**config.mk**
```make
export PLATFORM = sky130hd
export DESIGN_NAME = vga_scanout
export DESIGN_NICKNAME = d
export VERILOG_FILES = /design/src/rtl/vga_scanout.sv
export SDC_FILE = /design/constraint.sdc
export NUM_CORES = 1
export LEC_CHECK = 0
export CAP_MARGIN = 20
export CORE_ASPECT_RATIO = 1.5
export CORE_MARGIN = 1.5
export CORE_UTILIZATION = 54
export DETAILED_ROUTE_END_ITERATION = 8
export PLACE_DENSITY = 0.84
export SLEW_MARGIN = 5
export SYNTH_ARGS = -nofsm -noshare
export SYNTH_HDL_FRONTEND = slang
export SYNTH_SLANG_ARGS = --single-unit
```
**constraint.sdc**
```tcl
create_clock -name clock -period 4.1 [get_ports clock]
set_input_delay 0.82 -clock clock [delete_from_list [all_inputs] [get_ports clock]]
set_output_delay 0.82 -clock clock [all_outputs]
set_load 0.05 [all_outputs]
```
**src/rtl/vga_scanout.sv**
```systemverilog
// Read side of the 320x240x6 frame buffer: 640x480@60 VGA timing from CLOCK_50
// with a 25 MHz pixel enable, 2x2 pixel doubling and a vertical-blank frame tick.
module vga_scanout #(
    parameter int H_VISIBLE = 640,
    parameter int H_FRONT   = 16,
    parameter int H_SYNC    = 96,
    parameter int H_BACK    = 48,
    parameter int V_VISIBLE = 480,
    parameter int V_FRONT   = 10,
    parameter int V_SYNC    = 2,
    parameter int V_BACK    = 33
) (
    input  logic        clock,
    input  logic        resetn,
    output logic [16:0] fb_addr,
    input  logic [5:0]  fb_data,
    output logic [7:0]  VGA_R,
    output logic [7:0]  VGA_G,
    output logic [7:0]  VGA_B,
    output logic        VGA_HS,
    output logic        VGA_VS,
    output logic        VGA_BLANK_N,
    output logic        VGA_SYNC_N,
    output logic        VGA_CLK,
    output logic        frame_tick
);

    localparam int H_TOTAL   = H_VISIBLE + H_FRONT + H_SYNC + H_BACK;
    localparam int V_TOTAL   = V_VISIBLE + V_FRONT + V_SYNC + V_BACK;
    localparam int HS_START  = H_VISIBLE + H_FRONT;
    localparam int HS_END    = HS_START + H_SYNC;
    localparam int VS_START  = V_VISIBLE + V_FRONT;
    localparam int VS_END    = VS_START + V_SYNC;

    logic        phase;
    logic        pix_en;
    logic [9:0]  h_count;
    logic [9:0]  v_count;
    logic [9:0]  h_next;
    logic [9:0]  v_next;
    logic        vis_next;
    logic        hs_next;
    logic        vs_next;
    logic [16:0] addr_next;
    logic        hs_d;
    logic        vs_d;
    logic        vis_d;

    assign pix_en     = phase;
    assign VGA_CLK    = phase;
    assign VGA_SYNC_N = 1'b0;

    // Everything registered on pix_en is derived from the counter value being loaded,
    // so the address and sync stage stay aligned with the counters.
    always_comb begin
        h_next = h_count + 10'd1;
        v_next = v_count;
        if (h_count == 10'(H_TOTAL - 1)) begin
            h_next = '0;
            if (v_count == 10'(V_TOTAL - 1))
                v_next = '0;
            else
                v_next = v_count + 10'd1;
        end
        vis_next  = (h_next < 10'(H_VISIBLE)) && (v_next < 10'(V_VISIBLE));
        hs_next   = ~((h_next >= 10'(HS_START)) && (h_next < 10'(HS_END)));
        vs_next   = ~((v_next >= 10'(VS_START)) && (v_next < 10'(VS_END)));
        addr_next = (17'(v_next[8:1]) << 8) + (17'(v_next[8:1]) << 6) + 17'(h_next[9:1]);
    end

    always_ff @(posedge clock or negedge resetn) begin
        if (!resetn) begin
            phase       <= 1'b0;
            h_count     <= '0;
            v_count     <= '0;
            fb_addr     <= '0;
            hs_d        <= 1'b1;
            vs_d        <= 1'b1;
            vis_d       <= 1'b0;
            VGA_HS      <= 1'b1;
            VGA_VS      <= 1'b1;
            VGA_BLANK_N <= 1'b0;
            VGA_R       <= '0;
            VGA_G       <= '0;
            VGA_B       <= '0;
            frame_tick  <= 1'b0;
        end else begin
            phase      <= ~phase;
            frame_tick <= 1'b0;
            if (pix_en) begin
                h_count     <= h_next;
                v_count     <= v_next;
                fb_addr     <= vis_next ? addr_next : '0;
                hs_d        <= hs_next;
                vs_d        <= vs_next;
                vis_d       <= vis_next;
                VGA_HS      <= hs_d;
                VGA_VS      <= vs_d;
                VGA_BLANK_N <= vis_d;
                // fb_data here is the RAM word for the address issued one pixel earlier.
                VGA_R       <= vis_d ? {4{fb_data[5:4]}} : '0;
                VGA_G       <= vis_d ? {4{fb_data[3:2]}} : '0;
                VGA_B       <= vis_d ? {4{fb_data[1:0]}} : '0;
                frame_tick  <= (h_next == '0) && (v_next == 10'(V_VISIBLE));
            end
        end
    end

endmodule
```
==> impl_summary.log <==
INFO  metric outcome = complete, no violations
INFO  metric nFillCells = approximately 510
INFO  metric place_area = 3920 um2
INFO  metric portBuffers = 53
INFO  metric die_area = ~7000 um2
INFO  metric dp_hpwl = approximately 5700 um
INFO  metric route.detailed.drc = 0
INFO  metric critPathArrivalTime = ~4 ns
INFO  metric route.detailed.wl_per_inst = 16.4 um
INFO  metric p_leak = around 0.0018 uW
INFO  metric initial_core_util = between 50% and 60%
INFO  metric gp_congestion = ~0.98
INFO  metric p_seq_share = between 50% and 60%
INFO  metric yosys_most_used_dff = dfrtp_1
INFO  metric post_synth_fa_ha_maj_area_fraction = between 7 and 8%
INFO  metric clock_tree_from_tritoncts = built
INFO  metric required = about 4.3 ns
INFO  metric setup-violations-final = 0
INFO  metric worstReg2RegEnd = fb_addr[15]
INFO  metric r2r.worst_path.cells = 17
INFO  metric area_growth_syn_to_layout = 16.9%
INFO  metric grtUsageTotal = 23.5%
INFO  metric worst_path_dominant_cell_family = adder cells
INFO  metric num_antenna_cells = 0
INFO  metric hold_buffers = 0
INFO  metric cts_max_level = 2
INFO  metric fin_worst_hold_slack = 0.504 ns
INFO  metric hold_depth = 2
INFO  metric cp_num_buf_inv = 3
INFO  metric peakVddDrop = roughly 0.14 mV
INFO  metric synth_edf_count = 0
INFO  metric holdPathEnd = hs_d
INFO  metric clock_path_buffers = 2
INFO  metric ctsRootBufferMaster = clkbuf_8
INFO  metric tightestPinTransition = 0.769 ns
INFO  metric detailedRoute.firstPassIterationCount = 4
INFO  metric clk_pin_slew_worst_setup_hold_paths = approximately 0.10 ns
INFO  metric critical_path_peak_fanout = 7
INFO  metric power_density = between 200 and 250 nW/um2
INFO  metric detailroute.via_count = between 2000 and 3000
INFO  metric yosys_warnings = 0
INFO  metric io-pin-count = 55
INFO  metric syn-instance-count = between 300 and 400
INFO  metric synthMuxAreaShare = 1.30%
INFO  metric final_max_slew_viol_count = 0
INFO  metric rrSetupSlack = 0.29 ns
INFO  metric proportion_of_synthesized_flip_flops_having_asynchronous_set_or_reset = 100%
INFO  metric clock_skew = ~0.012 ns
INFO  metric syn_area_per_cell = roughly 9.6 um2
INFO  metric number_of_global_route_vias_before_repair = ~2600
INFO  metric postRouteWirelength = a little under 8000 um
INFO  metric register_area = ~1300 um2
INFO  metric grt_first_pass_wirelength = about 12000 um
INFO  metric multi_input_comb_area = between 1500 and 2000 um2
INFO  metric route.antenna.remaining_nets = 0
INFO  metric post-route-period-util = between 90 and 100%
INFO  metric total_switching_power = 239 uW
INFO  metric final_layout_size_suffix_gt1_share = around 15%
INFO  metric fin_total_pwr = between 900 and 1000 uW
INFO  metric postSynthRegisterBits = 51
INFO  metric worst_hold_path_type = reg -> reg
INFO  metric vias_per_cell = around 5.8
INFO  metric max_stage_delay = around 0.42 ns
INFO  metric yosysSeqAreaShare = 36.9%
INFO  metric path_class = reg -> reg
INFO  metric core_area = about 6000 um2
INFO  metric synth.distinct_cells = 58
INFO  metric path_cells = ha_2, nand4_2, nor3_4, buf_4, o21ai_0, a21oi_1, inv_1, ha_1, ha_1, inv_1, fa_1, nor2b_1, o21ai_1, a21oi_1, o31ai_1, xor2_1, o32ai_1
INFO  metric power_frac_clock = approximately a third
INFO  metric worst_hold_startpoint = hs_d
INFO  metric max-cap-violations = 0
INFO  metric row_count = 35
INFO  metric worst_slew_margin_rel = slightly below 50%
INFO  metric power_switching_share = 25.8%
INFO  metric synth_area = 3470 um2
INFO  metric final_cell_area = around 4100 um2
INFO  metric timing.critical_path.to_type = flop
INFO  metric yosys.area_share.simple = between 10% and 20%
INFO  metric worst_skew_pair.late_latency = approximately 0.31 ns
INFO  metric number_of_buffers_inserted_during_clock_tree_synthesis = 5
INFO  metric power.internal = 687 uW
INFO  metric grt_start_max_net_pins = 52
INFO  metric cts_sinks = 51
INFO  metric synth_top_family_by_area = compound AO/OA/AOI/OAI gates
INFO  metric maxClockFrequency = 262 MHz
INFO  metric antenna_violations_before_repair = 0
INFO  metric synth.net_count = 389
INFO  metric die_outline_width = ~70 um
INFO  metric timing.final.crit_period = between 3 and 4 ns
INFO  metric final_hold_viol_count = 0
INFO  metric final_nets = between 400 and 500
INFO  metric post_synth_xor_area_fraction = under 10%
INFO  metric dieHeight = a little over 100 um
INFO  metric power_frac_comb = under 10%
INFO  metric crit_reg_reg_startpoint = h_count[0]
INFO  metric critPathLaunchType = flop
INFO  metric globalRouteOverflowTotal = 0
INFO  metric dr.first_iter.drc_count = 224
INFO  metric worst_path_max_delay_cell = dfrtp_1
INFO  metric synth_compound_gate_area_share = a little under a fifth
[area by class of cell]
class / instances / share of cell area (%)
clock buffer: 7 / 2.37
clock inverter: 1 / 0.185
inverter: 33 / 3.05
multi-input combinational: 236 / 44.6
sequential: 51 / 31.6
tap: 74 / 2.28
timing repair buffer: 69 / 15.9
[state kept, by name (all words and copies together), names as in the netlist]
signal and cells:
VGA_CLK 1, VGA_HS 1, vs_d 1, v_count 10, VGA_G 2, h_count 10
VGA_BLANK_N 1, VGA_VS 1, vis_d 1, hs_d 1, VGA_B 2, fb_addr 17
VGA_R 2, frame_tick 1
[cells in the mapped netlist (4+ instances only)]
library cell / number / share of area (%)
mux2_2: 4 / 1.3
dfstp_2: 4 / 3.0
xor2_1: 14 / 3.5
o32ai_2: 9 / 4.2
nand4_1: 5 / 0.90
o41ai_2: 4 / 1.9
nor2_1: 20 / 2.2
o32ai_1: 4 / 1.0
buf_4: 22 / 4.8
o21ai_0: 23 / 3.3
ha_1: 18 / 6.5
and3_1: 7 / 1.3
clkbuf_1: 9 / 0.97
o21a_1: 4 / 0.86
a21oi_1: 8 / 1.2
inv_1: 33 / 3.6
a21o_1: 6 / 1.3
buf_6: 5 / 1.6
nor3_1: 9 / 1.3
dfrtp_1: 47 / 34
xnor2_1: 11 / 2.8
buf_2: 4 / 0.58
nand3_1: 18 / 2.6
nand2_1: 22 / 2.4
o31ai_1: 4 / 0.86
[timing repair]
item	4_1_cts	5_1_grt
resized for setup	0	6
buffers inserted	0	2
setup endpoints to repair	0	6
[logic make-up after synthesis]
group | Yosys count
muxes | 4
adders and majority gates | 20
and+or+nand+nor | 106
DFF | 51
AOI/OAI and AO/OA | 80
xor gates and xnor gates | 25
buffers and inverters | 74
other | 1
[power groups by stage]
stage	Combinational (uW)	Sequential [uW]	Clock, uW
final	90.4	509	326
after global routing	95.6	510	351
after CTS	91.6	509	333
after detailed placement	91.5	519	0
after global placement	90.4	519	0
after floorplan	52.8	530	0
[worst register-to-register path, cell delays in order (launching register included)]
cell and delay, ns:
dfrtp_1 0.42, ha_2 0.27, nand4_2 0.20, nor3_4 0.30, buf_4 0.20, o21ai_0 0.11, a21oi_1 0.28, inv_1 0.12
ha_1 0.29, ha_1 0.16, inv_1 0.05, fa_1 0.40, nor2b_1 0.15, o21ai_1 0.10, a21oi_1 0.20, o31ai_1 0.11
xor2_1 0.15, o32ai_1 0.22
[through the flow]
stage / std cells / util, % / TNS (ns) / setup slack, ns
floorplan: 361 / - / 0 / 0.336
global placement: 461 / 63.4 / 0 / 0.239
detailed placement: 461 / 63.4 / 0 / 0.0836
CTS: 469 / 65.1 / 0 / 0.0486
global route: 471 / 65.7 / -0.0245 / -0.0140
finish: 471 / 65.7 / 0 / 0.290
[worst max-delay path by stage]
stage / from / end / slack [ns] / cells after the start
after detailed placement: h_count[1] / fb_addr[14] / 0.08 / 14
after global routing: h_count[0] / fb_addr[15] / -0.01 / 17
after global placement: h_count[1] / fb_addr[14] / 0.24 / 14
final: h_count[0] / fb_addr[15] / 0.29 / 17
after floorplan: h_count[1] / fb_addr[14] / 0.34 / 15
after CTS: h_count[1] / fb_addr[14] / 0.05 / 14
[cell usage in the layout, fill, tap and decap left out, drive strengths merged, types with 13 or more instances in the layout]
master / n
buf: 17
clkdlybuf4s50: 52
dfrtp: 47
ha: 18
inv: 33
nand2: 22
nand3: 19
nor2: 20
o21ai: 24
o32ai: 13
xor2: 14
[routing by layer]
metal	GRT usage (%)	up-vias	share of wire (%)
li1	-	1327	-
met1	29.1	1346	42
met2	40.8	52	54
met3	2.78	12	2.2
met4	9.08	0	1.7
met5	0	-	0
(Power assumes the default switching activity.)
